--- src/rtl/spi_cmd_arbiter.sv ---
// Two-requester round-robin arbiter that hands single command bytes to an SPI engine.
// Define SPI_ARB_TIMEOUT_EN to release a grant whose owner stays idle mid-packet.
module spi_cmd_arbiter #(
    parameter int MAX_BURST = 16,
    parameter int TIMEOUT   = 255
) (
    input  logic       clk,
    input  logic       rst,
    input  logic       r0_valid,
    input  logic [8:0] r0_cmd,
    input  logic       r0_last,
    output logic       r0_ready,
    input  logic       r1_valid,
    input  logic [8:0] r1_cmd,
    input  logic       r1_last,
    output logic       r1_ready,
    output logic       spi_valid,
    output logic [7:0] spi_cmd,
    output logic       spi_mode,
    input  logic       spi_ready,
    output logic [1:0] grant,
    output logic       timeout_err
);
    localparam int BW = $clog2(MAX_BURST + 1);

    typedef enum logic [1:0] {IDLE, ISSUE, PULSE, HOLD} state_t;

    state_t        state_q, state_d;
    logic [1:0]    grant_q, grant_d;
    logic          last_q, last_d;       // 1 when r1 owned the most recent grant
    logic [BW-1:0] burst_q, burst_d, burst_inc;
    logic          end_q, end_d;
    logic [8:0]    cmd_q, cmd_d;
    logic          sel_valid, sel_last, oth_valid, handshake, tmo_fire;
    logic [8:0]    sel_cmd;

    assign sel_valid = grant_q[1] ? r1_valid : r0_valid;
    assign sel_last  = grant_q[1] ? r1_last  : r0_last;
    assign sel_cmd   = grant_q[1] ? r1_cmd   : r0_cmd;
    assign oth_valid = grant_q[1] ? r0_valid : r1_valid;

    assign handshake = (state_q == ISSUE) && sel_valid && spi_ready;
    assign r0_ready  = handshake && grant_q[0];
    assign r1_ready  = handshake && grant_q[1];
    assign burst_inc = (burst_q == BW'(MAX_BURST)) ? burst_q : burst_q + 1'b1;

    assign spi_valid = (state_q == PULSE);
    assign spi_cmd   = cmd_q[7:0];
    assign spi_mode  = cmd_q[8];
    assign grant     = grant_q;

`ifdef SPI_ARB_TIMEOUT_EN
    localparam int TW = $clog2(TIMEOUT + 1);

    logic [TW-1:0] tmo_q, tmo_d;
    logic          tmo_err_q;

    // Counts consecutive ISSUE cycles in which the owner has nothing to send.
    assign tmo_fire = (state_q == ISSUE) && !sel_valid && (tmo_q == TW'(TIMEOUT - 1));

    always_comb begin
        tmo_d = '0;
        if ((state_q == ISSUE) && !sel_valid && !tmo_fire)
            tmo_d = tmo_q + 1'b1;
    end

    always_ff @(posedge clk or posedge rst) begin
        if (rst) begin
            tmo_q     <= '0;
            tmo_err_q <= 1'b0;
        end else begin
            tmo_q     <= tmo_d;
            tmo_err_q <= tmo_fire;
        end
    end

    assign timeout_err = tmo_err_q;
`else
    assign tmo_fire    = 1'b0;
    assign timeout_err = 1'b0;
`endif

    always_comb begin
        // NOTE: every next-state signal gets its hold value first so no path infers a latch.
        state_d = state_q;
        grant_d = grant_q;
        last_d  = last_q;
        burst_d = burst_q;
        end_d   = end_q;
        cmd_d   = cmd_q;
        case (state_q)
            IDLE: begin
                if (r0_valid || r1_valid) begin
                    state_d = ISSUE;
                    burst_d = '0;
                    grant_d = (r0_valid && (!r1_valid || last_q)) ? 2'b01 : 2'b10;
                end
            end
            ISSUE: begin
                if (handshake) begin
                    cmd_d   = sel_cmd;
                    burst_d = burst_inc;
                    end_d   = sel_last || ((burst_inc == BW'(MAX_BURST)) && oth_valid);
                    state_d = PULSE;
                end else if (tmo_fire) begin
                    state_d = IDLE;
                    grant_d = 2'b00;
                    last_d  = grant_q[1];
                end
            end
            PULSE: state_d = HOLD;
            HOLD: begin
                // Engine needs a cycle to drop spi_ready, so it is not looked at here.
                if (end_q) begin
                    state_d = IDLE;
                    grant_d = 2'b00;
                    last_d  = grant_q[1];
                end else begin
                    state_d = ISSUE;
                end
            end
            default: state_d = IDLE;
        endcase
    end

    // NOTE: state registers use non-blocking assignments so all flops update from pre-edge values.
    always_ff @(posedge clk or posedge rst) begin
        if (rst) begin
            state_q <= IDLE;
            grant_q <= 2'b00;
            last_q  <= 1'b1;
            burst_q <= '0;
            end_q   <= 1'b0;
            cmd_q   <= '0;
        end else begin
            state_q <= state_d;
            grant_q <= grant_d;
            last_q  <= last_d;
            burst_q <= burst_d;
            end_q   <= end_d;
            cmd_q   <= cmd_d;
        end
    end
endmodule
--- config.mk ---
export PLATFORM = sky130hd
export DESIGN_NAME = spi_cmd_arbiter
export DESIGN_NICKNAME = d
export VERILOG_FILES = /design/src/rtl/spi_cmd_arbiter.sv
export SDC_FILE = /design/constraint.sdc
export NUM_CORES = 1
export LEC_CHECK = 0
export CORE_MARGIN = 5
export CORE_UTILIZATION = 45
export CTS_BUF_LIST = sky130_fd_sc_hd__clkbuf_4 sky130_fd_sc_hd__clkbuf_8
export DETAILED_ROUTE_END_ITERATION = 10
export PLACE_DENSITY = 0.79
export RECOVER_POWER = 100
export REMOVE_ABC_BUFFERS = 1
export SYNTH_ARGS = -nofsm -noshare
export SYNTH_HDL_FRONTEND = slang
export SYNTH_SLANG_ARGS = --single-unit
--- constraint.sdc ---
create_clock -name clk -period 2.94 [get_ports clk]
set_clock_uncertainty 0.2 [all_clocks]
set_input_delay 0.588 -clock clk [delete_from_list [all_inputs] [get_ports clk]]
set_output_delay 0.588 -clock clk [all_outputs]
set_load 0.03 [all_outputs]
==> results of run 1 <==
[sequential cells by signal (all words and copies together) (netlist names)]
name     count
state_q      2
burst_q      5
cmd_q        9
grant        2
last_q       1
end_q        1
[cells in the mapped netlist, types with 3 or more instances]
cell type   n  area (sq um)
a21oi_1    10          50.1
a22o_1      3          26.3
buf_2       3          15.0
dfrtp_1    19           475
ha_1        7          87.6
inv_1       6          22.5
mux2_2      4          45.0
mux2i_1    11           110
nand2b_1    3          18.8
nand3_1     4          20.0
nor2_1     18          67.6
nor2b_1     3          18.8
[layout by cell type, fill, tap and decap left out, types with 2 or more instances in the layout]
master            n
buf_4             2
nor2_1           18
dlygate4sd3_1    14
clkdlybuf4s50_1  22
and2_1            2
and4b_1           2
a21oi_1          11
a22o_1            3
nand2_1           2
nor3_1            2
inv_1             6
clkbuf_4          3
dfrtp_1          19
xnor2_1           2
nor2b_1           3
a31oi_1           2
clkbuf_2          2
mux2i_1          11
nand3_1           4
ha_1              7
mux2_2            4
nand2b_1          3
[power by group through the flow]
stage / Clock, mW / Combinational, mW / Sequential, mW
floorplan: 0 / 0.471 / 0.661
global placement: 0 / 0.924 / 0.502
detailed placement: 0 / 0.949 / 0.514
CTS: 0.162 / 0.951 / 0.507
global route: 0.178 / 0.986 / 0.520
finish: 0.156 / 0.896 / 0.502
[how the worst max path moves through the flow]
stage | from | slack, ps | cells after the start | endpoint
2_1_floorplan | grant[1] | 230 | 2 | r0_ready
3_3_place_gp | r1_valid | 390 | 5 | r1_ready
3_5_place_dp | r1_valid | 370 | 5 | r0_ready
4_1_cts | r1_valid | 360 | 5 | r0_ready
5_1_grt | r1_valid | 170 | 5 | r0_ready
6_report | r1_valid | 250 | 5 | r1_ready
[cell families (layout without fill, tap and decap cells)]
logic type      Yosys count  count (layout)
simple gates             41              41
compound gates           24              24
flops                    20              20
mux                      15              15
buf+inv                  13              50
fa+ha+maj                 7               7
xor+xnor                  3               3
other cells               1               1
[worst reg2reg max path, stage by stage, from the launching register on]
cell and delay, ps:
dfrtp_1 420, inv_1 100, ha_1 240, or2b_2 170, a21oi_1 80, or3b_1 460, a221o_1 370
[area by class of cell]
class | count | area [sq um]
tap | 30 | 37.5
fill | 222 | 893
multi-input combinational | 91 | 646
timing repair buffer | 40 | 385
inverter | 6 | 22.5
clock buffer | 4 | 36.3
sequential | 20 | 502
[routing by layer]
metal	up-vias	GRT usage [%]	share of wire [%]
li1	513	-	-
met1	476	17.6	40
met2	24	27.5	53
met3	2	2.69	5.9
met4	0	4.55	0.55
met5	-	0	0
==> impl_metrics.toml, run 1 <==
[run_status]
status = "completed"

[logic_synthesis]
synth.avg_cell_area_sq_um = 9.82
async_flop_share_pct = 100
synthMuxAreaShare_pct = 12.7
postSynthCellCount = 124
syn-cell-area_sq_um = 1220
ys.flop_type = "dfrtp_1"
yosys_warnings = 0
synth_top_family_by_area = "simple AND/OR/NAND/NOR gates"
ys_seq_area_share_pct = 41.2
synthAdderAreaFrac_pct = 7.19
synth_seq_cells = 20
synth-edff-count = 0
synth-xor-area-share_pct = 2.16
synthDistinctLibCells = 38
synth_compound_area_share_pct = 13.6
synth-simple-area-share_pct = 17.6

[sta]
hold_ws_ps = 334
max-slew-margin-rel_pct = 50.6
maxClockFrequency_ghz = 0.371
slew_viol_final = 0
finalCriticalPeriod_ps = 2690
tns_ps = 0
tightestPinTransition_ps = 740
period_share_pct = 91.6
setup_ws_ps = 246
hold_viol_final = 0
rsz0062_at_grt = "false"
setup_viol_count_final = 0

[global_route]
antenna_found_initial = 0
grt_pass1_vias = 983
grt_first_pass_wirelength_mm = 4.31
gr-total-overflow = 0
grt_usage_pct = 15.0
grt_max_degree = 27

[setup_path]
r2r_slack_ps = 800
crit_arrival_ps = 1910
startpoint_type = "input pin"
ff2ff_path_depth = 6
cp-end-kind = "output pin"
crit_buf_inv = 2
rr_startpoint = "state_q[1]"
path_delay_family = "buffers and inverters"
max_stage_delay_ps = 590
crit_fanout = 5
path_class = "input pin to output pin"
crit_chain = "dlygate4sd3_1 -> nand2b_1 -> and3_1 -> and2_1 -> clkbuf_2"
r2r_end = "burst_q[2]"
cp.required_ps = 2150
slowest_stage = "dlygate4sd3_1"

[clocking]
ctsHoldBuffers = 0
cts_made_buffers = 3
cts_resized = 0
cts_buffer_depth = 2
htreeDepth = 1
clkTransAtPathRegs_ps = 110
cts.sinks = 20
cts_root_buf = "clkbuf_4"
clk_latency_ps = 290
postCtsSetupBuffers = 0
cts_tree = "built"

[finish]
diodes = 0
drive_gt1_share_pct = 9.32
layout.nets = 194
post-route-cell-area_sq_um = 1630
stdcell_count = 191
syn2layout_area_growth_pct = 33.8
final_util_pct = 64.6

[place]
dp_hpwl_mm = 2.21
port-buffer-count = 38
pre_cts_ws_ps = 375
placedCellCount = 187
globalplace.congestion = 0.839
dpl_cell_area_sq_um = 1600

[detailed_routing]
drt_iter0_markers = 46
ant_nets = 0
totalWireLength_mm = 2.75
wire_per_inst_microns = 14.4
vias = 1015
via_per_inst = 5.31
drc = 0
drt_pass1_iterations = 4

[pwr]
powerDensity_nw_per_um2 = 954
finalPower_mw = 1.55
intPower_uw = 876
seq_power_share_pct = 32.3
p_comb_share_pct = 57.7
swShare_pct = 43.6
p_leak_nw = 0.732
clkPwrFrac_pct = 10.0
p_sw_uw = 678
ir_worst_vdd_uv = 536

[hold_path]
worstHoldPathCells = 2
worstHoldEndpoint = "cmd_q[8]"
hold_path_class = "flip-flop to flip-flop"
hp-start = "cmd_q[8]"

[floorplanning]
die-area_sq_um = 3850
die_x_microns = 62.0
initial_core_util_pct = 48.3
design.core.area_sq_um = 2520
num_rows = 18
die_h_microns = 62.0
ios = 40

[job]
maxCapViolations = 0
(Power assumes the default switching activity.)
==> run 2: changes to the inputs <==
--- a/config.mk
+++ b/config.mk
@@ -15,3 +15,4 @@
 export SYNTH_ARGS = -nofsm -noshare
 export SYNTH_HDL_FRONTEND = slang
 export SYNTH_SLANG_ARGS = --single-unit
+export TNS_END_PERCENT = 50
==> results of run 2 <==
Final layout, timing and power as in run 1 (identical DEF).
